===== config.mk =====
export PLATFORM = sky130hd
export DESIGN_NAME = pipe_ctrl
export DESIGN_NICKNAME = d
export VERILOG_FILES = /design/src/rtl/pipe_ctrl.sv
export SDC_FILE = /design/constraint.sdc
export NUM_CORES = 1
export LEC_CHECK = 0
export CORE_AREA = 2 2 81 83
export CTS_CLUSTER_SIZE = 25
export DETAILED_ROUTE_END_ITERATION = 8
export DIE_AREA = 0 0 83 85
export GPL_TIMING_DRIVEN = 0
export PLACE_DENSITY_LB_ADDON = 0.08
export SLEW_MARGIN = 20
export SYNTH_ARGS = -nofsm -noshare
export SYNTH_HDL_FRONTEND = slang
export SYNTH_SLANG_ARGS = --single-unit

===== constraint.sdc =====
create_clock -name clk -period 2.13 [get_ports clk]
set_input_delay 0.3195 -clock clk [delete_from_list [all_inputs] [get_ports clk]]
set_output_delay 0.3195 -clock clk [all_outputs]
set_load 0.01 [all_outputs]

===== src/rtl/pipe_ctrl.sv =====
// +--------------------------------------------------------------------------+
// | pipe_ctrl : stall/flush/redirect control for the five-stage NPC pipeline  |
// | Optional build macro: PIPE_CTRL_PERF_EN (stall/flush cycle counters)      |
// | Rev 1.0                                                                   |
// +--------------------------------------------------------------------------+
`default_nettype none

module pipe_ctrl #(
  parameter int FLUSH_CYCLES = 1
) (
  input  logic        clk,
  input  logic        rst,
  input  logic        id_load_hazard_i,
  input  logic        if_busy_i,
  input  logic        mem_busy_i,
  input  logic        ex_jump_i,
  input  logic [63:0] ex_jump_addr_i,
  input  logic        ex_muldiv_start_i,
  input  logic        ex_muldiv_done_i,
  output logic [4:0]  stall_o,
  output logic [2:0]  flush_o,
  output logic        jump_o,
  output logic [63:0] jump_addr_o,
  output logic [1:0]  ctrl_state_o,
  output logic [31:0] stall_cycles_o,
  output logic [31:0] flush_cycles_o
);

  typedef enum logic [1:0] {
    ST_RUN     = 2'd0,
    ST_MD_WAIT = 2'd1,
    ST_FLUSH   = 2'd2,
    ST_BAD     = 2'd3
  } state_t;

  localparam logic [1:0] C_FCNT_LOAD   = 2'(FLUSH_CYCLES - 1);
  localparam bit         C_MULTI_FLUSH = (FLUSH_CYCLES > 1);

  state_t     r_state;
  state_t     w_state_nxt;
  logic [1:0] r_fcnt;
  logic [1:0] w_fcnt_nxt;
  logic [4:0] w_stall;
  logic [2:0] w_flush;
  logic       w_jump;

  always_ff @(posedge clk or posedge rst) begin
    if (rst) begin
      r_state <= ST_RUN;
      r_fcnt  <= 2'd0;
    end else begin
      r_state <= w_state_nxt;
      r_fcnt  <= w_fcnt_nxt;
    end
  end

  always_comb begin
    w_state_nxt = r_state;
    w_fcnt_nxt  = r_fcnt;
    w_stall     = 5'b00000;
    w_flush     = 3'b000;
    w_jump      = 1'b0;
    case (r_state)
      ST_RUN: begin
        if (mem_busy_i) begin
          w_stall = 5'b11111;
        end else if (ex_jump_i) begin
          w_flush = 3'b011;
          w_jump  = 1'b1;
          if (C_MULTI_FLUSH) begin
            w_fcnt_nxt  = C_FCNT_LOAD;
            w_state_nxt = ST_FLUSH;
          end
        end else if (ex_muldiv_start_i) begin
          // start with done in the same cycle is a single-cycle op: no stall
          if (!ex_muldiv_done_i) begin
            w_stall     = 5'b00111;
            w_flush     = 3'b100;
            w_state_nxt = ST_MD_WAIT;
          end
        end else if (id_load_hazard_i) begin
          w_stall = 5'b00011;
          w_flush = 3'b010;
        end else if (if_busy_i) begin
          w_stall = 5'b00001;
          w_flush = 3'b001;
        end
      end
      ST_MD_WAIT: begin
        if (mem_busy_i) begin
          w_stall = 5'b11111;
        end else if (ex_muldiv_done_i) begin
          w_state_nxt = ST_RUN;
        end else begin
          w_stall = 5'b00111;
          w_flush = 3'b100;
        end
      end
      ST_FLUSH: begin
        if (mem_busy_i) begin
          w_stall = 5'b11111;
        end else if (ex_jump_i) begin
          w_flush = 3'b011;
          w_jump  = 1'b1;
          if (C_MULTI_FLUSH) begin
            w_fcnt_nxt = C_FCNT_LOAD;
          end else begin
            w_state_nxt = ST_RUN;
          end
        end else begin
          w_flush    = 3'b001;
          w_fcnt_nxt = r_fcnt - 2'd1;
          if (r_fcnt <= 2'd1) begin
            w_state_nxt = ST_RUN;
          end
        end
      end
      default: begin
        w_state_nxt = ST_RUN;
        w_fcnt_nxt  = 2'd0;
      end
    endcase
  end

  // Reset forces every control low combinationally, not just the state
  assign stall_o      = rst ? 5'b00000 : w_stall;
  assign flush_o      = rst ? 3'b000 : w_flush;
  assign jump_o       = rst ? 1'b0 : w_jump;
  assign jump_addr_o  = jump_o ? ex_jump_addr_i : 64'd0;
  assign ctrl_state_o = r_state;

`ifdef PIPE_CTRL_PERF_EN
  logic [31:0] r_stall_cnt;
  logic [31:0] r_flush_cnt;

  always_ff @(posedge clk or posedge rst) begin
    if (rst) begin
      r_stall_cnt <= 32'd0;
      r_flush_cnt <= 32'd0;
    end else begin
      if (|stall_o) r_stall_cnt <= r_stall_cnt + 32'd1;
      if (|flush_o) r_flush_cnt <= r_flush_cnt + 32'd1;
    end
  end

  assign stall_cycles_o = r_stall_cnt;
  assign flush_cycles_o = r_flush_cnt;
`else
  assign stall_cycles_o = 32'd0;
  assign flush_cycles_o = 32'd0;
`endif

endmodule

`default_nettype wire


## After elaboration in Yosys (flattened, before gate mapping)

Index checks and enable logic that the tools add are counted.

| word-level totals | value |
|---|---|
| flip-flop bits (word level) | 4 |
| bits of input ports | 72 |
| output and inout port bits | 139 |
| word-level logic and storage cells | 60 |

| cells by class | value |
|---|---|
| add/subtract/negate cells | 1 |
| $lt $le $gt $ge | 1 |
| eq/ne operators | 11 |
| multiplexer cells | 39 |
| bitwise gates (word level) | 1 |
| reductions and logical operators | 5 |

Operators with widths:

| operator | count |
|---|---|
| $mux 64 | 1 |
| $mux 2 | 15 |
| $mux 5 | 6 |
| $mux 3 | 7 |
| $ne 2x2->1 const B | 8 |
| $pmux 5 s3 | 1 |
| $pmux 3 s3 | 1 |
| $reduce_and 8->1 | 1 |
| $mux 1 | 6 |
| $pmux 2 s3 | 1 |
| $pmux 2 s2 | 1 |
| $reduce_or 2->1 | 2 |
| $ne 3x3->1 const B | 1 |
| $reduce_and 3->1 | 1 |
| $eq 2x1->1 const B | 1 |
| $eq 2x2->1 const B | 1 |
| $le 2x1->1 const B | 1 |
| $logic_not 2->1 | 1 |
| $sub 2x1->2 const B | 1 |
| $not 1->1 | 1 |

## Depth between registers and ports, before layout

Gate-level depths: netlist of the first run.

| logic depth | value |
|---|---|
| depth after elaboration | 7 |
| mapped depth | 5 |
| gate-level depth less buffers | 3 |

## Least setup slack after synthesis of the first run

OpenSTA, ideal clock, no wires.

| timing | value |
|---|---|
| path kind | flip-flop to output port |
| from | register r_state[0] (netlist: ctrl_state_o[0]) |
| to | output jump_addr_o[10] |
| data arrival time | 1.238 ns |
| data required time | 1.811 ns |
| setup slack | 0.572 ns |
| stages on the path, launching flop included | 5 |
| path buffers | 2 |
| path through | dfrtp_1 nor4_2 buf_4 buf_4 and2_1 |

| on the way | value |
|---|---|
| cells in the longest elaborated chain, start to end | 5 |
| elaborated cells between the ends (all ways) | 6 |
| those cells by class | eq/ne (1); mux (3); reduce/logical (2) |

RTL lines:

| element | RTL line | text |
|---|---|---|
| from (decl) | 39 | `state_t r_state;` |
| from (signal assigned) | 52 | `r_state <= w_state_nxt;` |
| $eq 2x2->1 or $logic_not 2->1 (tied branches) | 63 | `case (r_state)` |
| $reduce_or 2->1 (no line) * | -- |  |
| $mux 1 * | -- |  |
| $mux 1 * | 128 | `assign jump_o = rst ? 1'b0 : w_jump;` |
| $mux 64 * | 129 | `assign jump_addr_o = jump_o ? ex_jump_addr_i : 64'd0;` |
| to (decl) | 23 | `output logic [63:0] jump_addr_o,` |

Every way passes the cells marked *; elsewhere a longest branch is shown, timed or not.

## Worst setup path after layout of the first run

| timing | value |
|---|---|
| from | input id_load_hazard_i |
| to | output flush_o[0] |

| on the way | value |
|---|---|
| cells in the longest elaborated chain, start to end | 6 |

RTL lines:

| element | RTL line | text |
|---|---|---|
| from (decl) | 13 | `input logic id_load_hazard_i,` |
| $mux 2 | 81 | `end else if (id_load_hazard_i) begin` |
| $mux 3 | 74 | `end else if (ex_muldiv_start_i) begin` |
| $mux 3 | 67 | `end else if (ex_jump_i) begin` |
| $mux 3 | 65 | `if (mem_busy_i) begin` |
| $pmux 3 s3 | 63 |  |
| $mux 3 | 127 | `assign flush_o = rst ? 3'b000 : w_flush;` |
| to (decl) | 21 | `output logic [2:0] flush_o,` |

No other way between the ends.

==> summary.md, run 1 <==
| Metric | Value |
|---|---|
| Outcome | complete, no violations |
| Most frequent cells in the layout | 83 x clkdlybuf4s50_1, 77 x buf_4, 65 x conb_1, 64 x and2_1, 49 x dlygate4sd2_1 |
| Synth top area share | 48.9% |
| Compound-Gate Fraction of Synth Area | between 3 and 4% |
| Initial drt markers | 25 |
| Worst-skew pair later-pin latency | 0 ns |
| HP Class | in2async |
| Max_cap viols | 0 |
| Mux share of post-synthesis cell area | 0% |
| Main combinational cell family by area after synthesis | buffers and inverters |
| PortBufs | 145 |
| Worst setup SP type | input pin |
| TNS Setup | 0 ns |
| Crit-path max FO | 4 |
| Worst Path Required | between 1.5 and 2 ns |
| DRC | 0 |
| Final hold vios | 0 |
| Overflow after GRT | 0 |
| Max reg flops | 1 |
| GRT Overall Usage | around 11% |
| Netlist cell types | 18 |
| Fill cell count | 649 |
| Crit path kind | in2out |
| Tot Pwr | 0.463 mW |
| Number of global-route vias before repair | 1240 |
| Avg WL per Cell | 10.1 microns |
| Core footprint | slightly above 0.006 sq mm |
| Flop pwr share | 5.9% |
| IO Pins | 211 |
| Critical path origin | id_load_hazard_i |
| Combinational power share | 94.1% |
| Most common cell after layout, fill and taps aside | clkdlybuf4s50_1 |
| Routed WL | around 4.6 mm |
| Highest clock rate | approximately 470 MHz |
| Area leader, netlist | buf_4 |
| Final Max Slew Viols | 0 |
| Worst Path Arrival | 1.79 ns |
| Largest cells by area after synthesis | buf_4 49%, and2_1 36%, a21oi_1 2.3% |
| Simple-gate share of the synthesized area | 42.8% |
| Initial core utilization | 17.8% |
| Avg Cell Area, Syn | about 6.7 sq um |
| Clock group share of total power | 0% |
| Placed cell count | 450 |
| Pleak | around 1.7 nW |
| Clock-pin slew on the worst setup and hold paths | 0 ns |
| Hpwl dp | ~4.1 mm |
| Setup WS pre-CTS | -0.496 ns |
| Netlist Area Pre-Place | 0.00111 sq mm |
| Area delta synth->final | 160% |
| Endpoint type of the worst setup path | output pin |
| P per Cell Area | approximately 160 mW/mm^2 |
| Largest net degree at the start of global routing | 11 |
| Post-CTS Hold Fix Bufs | 0 |
| Layout cells sized above 1 | 23.8% |
| Vias per Instance | approximately 3.3 |
| Nets | 452 |
| Worst Clk Skew | 0 ns |
| Part of the cycle the worst path needs | 99.1% |
| Rows | 29 |
| Setup violators final | 0 |
| Sw frac | between 30% and 40% |
| Sequential share of the synthesized area | around 2.3% |
| Routability cong. | 0.828 |
| Global-route wire length before repair | 6.65 mm |
| Net switching power | 0.166 mW |
| Setup slack, reg-to-reg | 1.31 ns |
| Pre-antenna DRT Iters | 4 |
| Worst vdd ir | 146 uV |
| Routed Antenna Nets | 0 |
| Unrepaired setup endpoints after global routing | no |
| Synthesis warning total | 0 |
| Post-synthesis adder-cell area fraction | 0% |
| Post-synthesis register bit count | 1 |
| Antenna violations before repair | 0 |
| Final setup margin | slightly below 0.02 ns |
| N_diodes | 0 |
| Die Wd | 83 microns |
| Die Y-Extent | 85 microns |
| Internal power consumption | 0.297 mW |
| Period minus WS final | 2.11 ns |
| Finished Layout Cells | about 460 |
| DIE AREA | 0.00706 sq mm |
| Synth Area in XOR/XNOR | 0% |
| Gate Count Post-Synth | 164 |
| Vias | 1492 |
| Reg2reg start | ctrl_state_o[0] |
-- metal layers --
metal,track usage (%),up-vias,wire length (microns)
met5,0,-,0
met4,0,0,0
met3,2.04,0,436
met2,22.9,105,2490
met1,12.7,591,1660
li1,-,796,-
-- path summary, 6_finish.rpt --
kind / to / depth (start not counted)
worst min register to register: ctrl_state_o[0] / 2
worst min-delay path: ctrl_state_o[0] / 2
max in group asynchronous: ctrl_state_o[0] / 2
worst max-delay path: flush_o[0] / 5
min in group clk: ctrl_state_o[0] / 2
worst max register to register: ctrl_state_o[0] / 2
-- synth_stat cells, drive strengths merged --
master / n
dfrtp: 1
nor3b: 1
o21ai: 1
buf: 73
nor3: 1
nand2: 1
nor2: 5
a21oi: 5
conb: 1
nor2b: 1
inv: 4
a21o: 1
nor4: 4
and2: 64
a31oi: 1
-- stage by stage --
stage | area [sq um] | util, % | hold WS (ns)
after floorplan | 1350 | - | 0.0482
after global placement | 2890 | 46.6 | 0.650
after detailed placement | 2890 | 46.6 | 0.652
after CTS | 2890 | 46.6 | 0.346
after global routing | 2880 | 46.4 | 0.249
final | 2880 | 46.4 | 0.231
-- cells by family after synthesis --
logic type	count (synthesis)
other cells	1
simple gates	77
compound gates	8
buf+inv	77
flops	1
-- power by group through the flow --
stage	logic (mW)	clock network [mW]	registers (mW)
after global placement	0.448	0	0.0263
final	0.436	0	0.0272
after CTS	0.436	0	0.0269
after detailed placement	0.448	0	0.0261
after global routing	0.471	0	0.0278
after floorplan	0.219	0	0.0264
-- timing repair --
action / CTS / global route
endpoints found under the setup margin: 69 / 37
pin swaps: 1 / 1
cloned: 1 / 0
setup buffers: 4 / 0
resized for setup: 80 / 8
-- layout make-up --
type                            count  area [sq um]  share of cell area, %
Buffer                             73           548                   19.0
Inverter                            4          15.0                  0.522
Multi-Input combinational cell    150           774                   26.9
Sequential cell                     1          25.0                  0.869
Tap cell                           77          96.3                   3.35
Timing Repair Buffer              150          1420                   49.3
-- worst max-delay path, cell delays in order --
cell and delay, ns:
clkdlybuf4s50_1 0.48, nor2_1 0.14, a21oi_1 0.07, nor4_1 0.19, clkdlybuf4s50_1 0.59
(Power assumes the default switching activity.)
==> run 2: changes to the inputs <==
--- a/config.mk
+++ b/config.mk
@@ -5,7 +5,7 @@
 export SDC_FILE = /design/constraint.sdc
 export NUM_CORES = 1
 export LEC_CHECK = 0
-export CORE_AREA = 2 2 81 83
+export CORE_AREA = 3 3 80 82
 export CTS_CLUSTER_SIZE = 25
 export DETAILED_ROUTE_END_ITERATION = 8
 export DIE_AREA = 0 0 83 85
==> run 2 against run 1 <==
Against the previous run:
- via count is 0.80% lower
- sequential power barely moved
- clock skew unchanged
- largest cell class unchanged
==> summary.md, run 2 (synthesized netlist as in run 1, its figures left out) <==
| Metric | Value |
|---|---|
| Outcome | complete, no violations |
| Clock group share of total power | 0% (unchanged) |
| Crit path kind | reg2out |
| Initial drt markers | 12 (-52%) |
| Area of the multi-input gates | 774 sq um (unchanged) |
| Vias | 1480 (-0.80%) |
| Final hold slack | 0.236 ns (+0.00463 ns) |
| Met3 wire length | 615 microns (+41%) |
| N_diodes | 0 (unchanged) |
| Pleak | 1.74 nW (+4.6%) |
| Tot Pwr | 0.464 mW (about the same) |
| Most common cell after layout, fill and taps aside | buf_4 |
| Avg WL per Cell | 11.5 microns (+14%) |
| Worst vdd ir | 102 uV (-30%) |
| Number of global-route vias before repair | 1369 (+10%) |
| Hpwl dp | 4.70 mm (+15%) |
| Sw frac | 36.4% (+0.54 points) |
| Max_cap viols | 0 (unchanged) |
| Period minus WS final | 2.00 ns (-0.114 ns) |
| Max incr delay on CP | 0.46 ns (-0.13 ns) |
| Setup WS pre-CTS | -0.564 ns (-0.0671 ns) |
| Crit path cell chain | nor4_4 > buf_4 > buf_4 > buf_4 > buf_4 > and2_1 > dlygate4sd2_1 |
| Worst r2r path cells | 2 (unchanged) |
| Routed WL | 5.23 mm (+14%) |
| Final Max Slew Viols | 0 (unchanged) |
| Layout cells sized above 1 | 23.0% (-0.85 points) |
| TNS Setup | 0 ns (unchanged) |
| Post-CTS Hold Fix Bufs | 0 (unchanged) |
| Setup violators final | 0 (unchanged) |
| Worst setup SP type | register |
| Most frequent cells in the layout | 79 x buf_4, 75 x clkdlybuf4s50_1, 65 x conb_1, 64 x and2_1, 54 x dlygate4sd2_1 |
| Flop pwr share | 5.8% (about the same) |
| GRT Overall Usage | 13.1% (+1.9 points) |
| Die Y-Extent | 85 microns (unchanged) |
| Highest clock rate | 501 MHz (+5.7%) |
| Die Wd | 83 microns (unchanged) |
| Nets | 453 (+0.22%) |
| P per Cell Area | 162 mW/mm^2 (+0.36%) |
| Vias per Instance | 3.26 (-0.59%) |
| Utilization after layout | 49.4% (+3.0 points) |
| Max reg flops | 1 (unchanged) |
| Slowest CP cell | dfrtp_1 |
| HP Class | in2async |
| IO Pins | 211 (unchanged) |
| M1 WL | 1.88 mm (+13%) |
| PortBufs | 145 (unchanged) |
| Part of the cycle the worst path needs | 93.7% (-5.3 points) |
| Rows | 28 (-3.4%) |
| Unrepaired setup endpoints after global routing | no |
| Crit-path max FO | 10 (+6) |
| Initial core utilization | 19.0% (+1.2 points) |
| DIE AREA | 0.00706 sq mm (unchanged) |
| Antenna violations before repair | 0 (unchanged) |
| Worst Path Arrival | 1.68 ns (-0.11 ns) |
| DRC | 0 (unchanged) |
| Routed Antenna Nets | 0 (unchanged) |
| Internal power consumption | 0.295 mW (-0.79%) |
| Core footprint | 0.00582 sq mm (-6.3%) |
| Worst-skew pair later-pin latency | 0 ns (unchanged) |
| Worst Clk Skew | 0 ns (unchanged) |
| Worst Path Required | 1.81 ns (about the same) |
| Overflow after GRT | 0 (unchanged) |
| Final setup margin | 0.134 ns (+0.114 ns) |
| Endpoint type of the worst setup path | output pin |
| FF+latch area | 25.0 sq um (unchanged) |
| Fill cell count | 611 (-5.9%) |
| Clock-pin slew on the worst setup and hold paths | 0 ns (unchanged) |
| Final hold vios | 0 (unchanged) |
| Global-route wire length before repair | 7.58 mm (+14%) |
| Combinational power share | 94.2% (about the same) |
| Met2 WL | 2.73 mm (+9.8%) |
| Max Used Layer | met3 |
| Most frequent CP cell | buf_4 |
| Area delta synth->final | 160% |
| Largest net degree at the start of global routing | 11 (unchanged) |
| Pre-antenna DRT Iters | 4 (unchanged) |
| Net switching power | 0.169 mW (+1.6%) |
| Routability cong. | 0.784 (-5.3%) |
[run 2: layout make-up]
cell class                 count  share of cell area (%)
buffer                        72                    18.8
inverter                       4                   0.523
multi-input combinational    150                    27.0
sequential                     1                   0.872
tap                           75                    3.27
timing repair buffer         152                    49.5
[run 2: per-stage QoR]
step / area (sq um) / cells
finish: 2870 / 454
global route: 2870 / 454
CTS: 2880 / 454
detailed placement: 2890 / 448
global placement: 2890 / 448
floorplan: 1350 / 228
[run 2: power by group through the flow]
stage	clock network, mW	logic [mW]	registers [mW]
floorplan	0	0.219	0.0264
global placement	0	0.448	0.0260
detailed placement	0	0.449	0.0262
CTS	0	0.436	0.0270
global route	0	0.475	0.0277
finish	0	0.436	0.0271
[run 2: worst paths after layout]
kind / startpoint / endpoint / slack (ns)
worst max-delay path: ctrl_state_o[0] / jump_addr_o[6] / 0.13
worst min-delay path: rst / ctrl_state_o[0] / 0.24
worst max register to register: ctrl_state_o[0] / ctrl_state_o[0] / 1.30
worst min register to register: ctrl_state_o[0] / ctrl_state_o[0] / 0.70
max in group asynchronous: rst / ctrl_state_o[0] / 1.80
min in group clk: ctrl_state_o[0] / ctrl_state_o[0] / 0.70
[run 2: layer usage]
metal / global-route usage, % / vias to the layer above
li1: - / 802
met1: 15.4 / 582
met2: 25.1 / 96
met3: 3.59 / 0
met4: 0 / 0
met5: 0 / -
[run 2: critical path, delay by kind of cell (launching register included)]
family | cells | cell delay (ns)
simple gates | 2 | 0.44
buf+inv | 5 | 0.77
flops | 1 | 0.46
[run 2: timing repair]
action / in CTS / in global routing
setup endpoints to repair: 69 / 52
hold endpoints to repair: 0 / 0
resized for setup: 78 / 14
pin swaps: 1 / 1
buffers inserted: 7 / 0
==> run 3: changes to the inputs <==
--- a/config.mk
+++ b/config.mk
@@ -5,12 +5,13 @@
 export SDC_FILE = /design/constraint.sdc
 export NUM_CORES = 1
 export LEC_CHECK = 0
-export CORE_AREA = 3 3 80 82
+export CORE_AREA = 3 3 81 83
 export CTS_CLUSTER_SIZE = 25
 export DETAILED_ROUTE_END_ITERATION = 8
-export DIE_AREA = 0 0 83 85
+export DIE_AREA = 0 0 84 86
 export GPL_TIMING_DRIVEN = 0
 export PLACE_DENSITY_LB_ADDON = 0.08
+export SETUP_SLACK_MARGIN = 0.4
 export SLEW_MARGIN = 20
 export SYNTH_ARGS = -nofsm -noshare
 export SYNTH_HDL_FRONTEND = slang
==> constraint.sdc (replaced) <==
create_clock -name clk -period 1.9 [get_ports clk]
set_input_delay 0.285 -clock clk [delete_from_list [all_inputs] [get_ports clk]]
set_output_delay 0.285 -clock clk [all_outputs]
set_load 0.01 [all_outputs]
==> run 3 against run 2 <==
Against the previous run:
- global-route usage shrank 0.73 points
- combinational power grew 34%
- setup slack gained 0.12 ns
- total power grew 32%
- highest routed layer is now met4
==> summary.md, run 3 (synthesized netlist as in run 1, its figures left out) <==
| Metric | Value |
|---|---|
| P per Cell Area | 187 mW/mm^2 (+15%) |
| Crit path kind | reg2out |
| Max incr delay on CP | 0.41 ns (-0.05 ns) |
| Worst vdd ir | 106 uV (+3.8%) |
| Worst path top cell family by delay | buffers and inverters |
| FF+latch area | 26.3 sq um (+5.0%) |
| Crit-path max FO | 5 (-5) |
| Pre-antenna DRT Iters | 2 (-2) |
| Number of global-route vias before repair | 1344 (-1.8%) |
| Initial core utilization | 18.7% (-0.34 points) |
| Finished Layout Cells | 463 (+2.0%) |
| Slowest CP cell | dfrtp_2 |
| Setup WS pre-CTS | -0.620 ns (-0.0559 ns) |
| Crit path cell chain | nor4_4 > buf_6 > buf_12 > clkbuf_16 > and2_4 > buf_6 |
| DRC | 0 (unchanged) |
| Routability cong. | 0.771 (-1.6%) |
| Routed Antenna Nets | 0 (unchanged) |
| Setup slack, reg-to-reg | 1.02 ns (-0.28 ns) |
| Pleak | 1.78 nW (+2.2%) |
| Unrepaired setup endpoints after global routing | yes |
| Placed cell count | 448 (unchanged) |
| Global-route wire length before repair | 7.44 mm (-1.8%) |
| Worst-skew pair later-pin latency | 0 ns (unchanged) |
| Final hold slack | 0.196 ns (-0.0398 ns) |
| Largest net degree at the start of global routing | 11 (unchanged) |
| DIE AREA | 0.00722 sq mm (+2.4%) |
| Routed WL | 5.30 mm (+1.3%) |
| Design area | 0.00327 sq mm (+14%) |
| Final Max Slew Viols | 0 (unchanged) |
| Worst r2r path cells | 3 (+1) |
| Die Wd | 84 microns (+1.2%) |
| Max reg flops | 1 (unchanged) |
| PortBufs | 145 (unchanged) |
| Final hold vios | 0 (unchanged) |
| Part of the cycle the worst path needs | between 80 and 90% |
| Clock-pin slew on the worst setup and hold paths | 0 ns (unchanged) |
| Worst path bufs/invs | 4 (-1) |
| End of the critical path | jump_addr_o[9] |
| Reg2reg start | ctrl_state_o[0] |
| Area delta synth->final | 196% |
| Vias | 1545 (+4.4%) |
| Post-CTS Hold Fix Bufs | 0 (unchanged) |
| Nets | 462 (+2.0%) |
| N_diodes | 0 (unchanged) |
| Final setup margin | 0.250 ns (+0.116 ns) |
| Highest clock rate | 606 MHz |
| Initial drt markers | 11 (-1) |
| Most frequent cells in the layout | 70 x buf_4, 66 x buf_6, 65 x conb_1, 65 x clkdlybuf4s50_1, 48 x and2_4 |
| Period minus WS final | approximately 1.7 ns |
| Vias per Instance | 3.34 (+2.4%) |
| Area of the multi-input gates | 911 sq um (+18%) |
| Worst Path Required | 1.62 ns (-0.19 ns) |
| Worst r2r dst | ctrl_state_o[0] |
| Die Y-Extent | 86 microns (+1.2%) |
| TNS Setup | 0 ns (unchanged) |
| IO Pins | 211 (unchanged) |
| HP Class | in2async |
| Most common cell after layout, fill and taps aside | buf_4 |
| Overflow after GRT | 0 (unchanged) |
| Most frequent CP cell | buf_6 |
| Layout cells sized above 1 | 55.7% (+33 points) |
| Stages on worst setup path | 6 (-1) |
| Antenna violations before repair | 0 (unchanged) |
| Placed cell areas | 0.00289 sq mm (about the same) |
| Worst Path Arrival | 1.37 ns (-0.31 ns) |
| Outcome | complete, no violations |
| Worst setup SP type | register |
| Core footprint | 0.00592 sq mm (+1.8%) |
| Setup violators final | 0 (unchanged) |
| Worst Clk Skew | 0 ns (unchanged) |
| GRT Overall Usage | 12.3% (-0.73 points) |
| Fill cell count | 597 (-2.3%) |
| Hpwl dp | 4.52 mm (-3.7%) |
| Avg WL per Cell | 11.4 microns (-0.65%) |
| Endpoint type of the worst setup path | output pin |
| Critical path origin | ctrl_state_o[0] |
| Max_cap viols | 0 (unchanged) |
| Rows | 28 (unchanged) |
==> run 3: cell types whose count changed in the layout (fill, tap and decap cells not counted), sizes merged <==
cell           before  now
clkdlybuf4s50      75   65
dlygate4sd2        54    5
buf                81  152
dlymetal6s2s        4    1
==> run 3: layout make-up <==
class,instances,area share [%]
well taps,75,2.87
multi-input cells,150,27.8
repair buffers,160,50.3
flip-flops and latches,1,0.803
plain buffers,73,17.7
inverters,4,0.535
==> run 3: worst register-to-register path: cells and delay by family, from the launching register on <==
family,cells,cell delay [ns]
flip-flops,1,0.41
AND/OR/NAND/NOR,1,0.05
AO/OA/AOI/OAI,1,0.13
buffers and inverters,1,0.17
==> run 3: how the worst min path moves through the flow <==
stage,startpoint,endpoint,slack [ns],depth (start not counted)
floorplan,rst,ctrl_state_o[0],0.01,1
global placement,rst,ctrl_state_o[0],0.61,2
detailed placement,ctrl_state_o[0],ctrl_state_o[0],0.61,2
CTS,rst,ctrl_state_o[0],0.20,2
global route,rst,ctrl_state_o[0],0.22,2
finish,rst,ctrl_state_o[0],0.20,2
==> run 3: through the flow <==
step                util [%]  total power, mW
CTS                     49.2            0.548
finish                  55.3            0.610
global placement        48.9            0.530
global route            55.3            0.655
detailed placement      48.9            0.533
floorplan                  -            0.275
==> run 3: what timing repair did <==
action,4_1_cts,5_1_grt
gates cloned,3,2
buffers inserted,9,1
endpoints found under the setup margin,73,70
pin swaps,29,26
endpoints found under the hold margin,0,0
resized for setup,348,82
==> run 3: per-layer routing <==
layer  global-route usage (%)  part of all wire (%)  vias up
met3                     1.92                   8.4        2
met1                     14.2                    35      624
met4                    0.585                  0.57        0
met5                        0                     0        -
met2                     24.9                    56      100
li1                         -                     -      819
==> run 3: power breakdown <==
group	total, mW	switching, mW	internal [mW]
Clock	0	0	0
Sequential	0.0275	0.00293	0.0246
Combinational	0.583	0.209	0.374
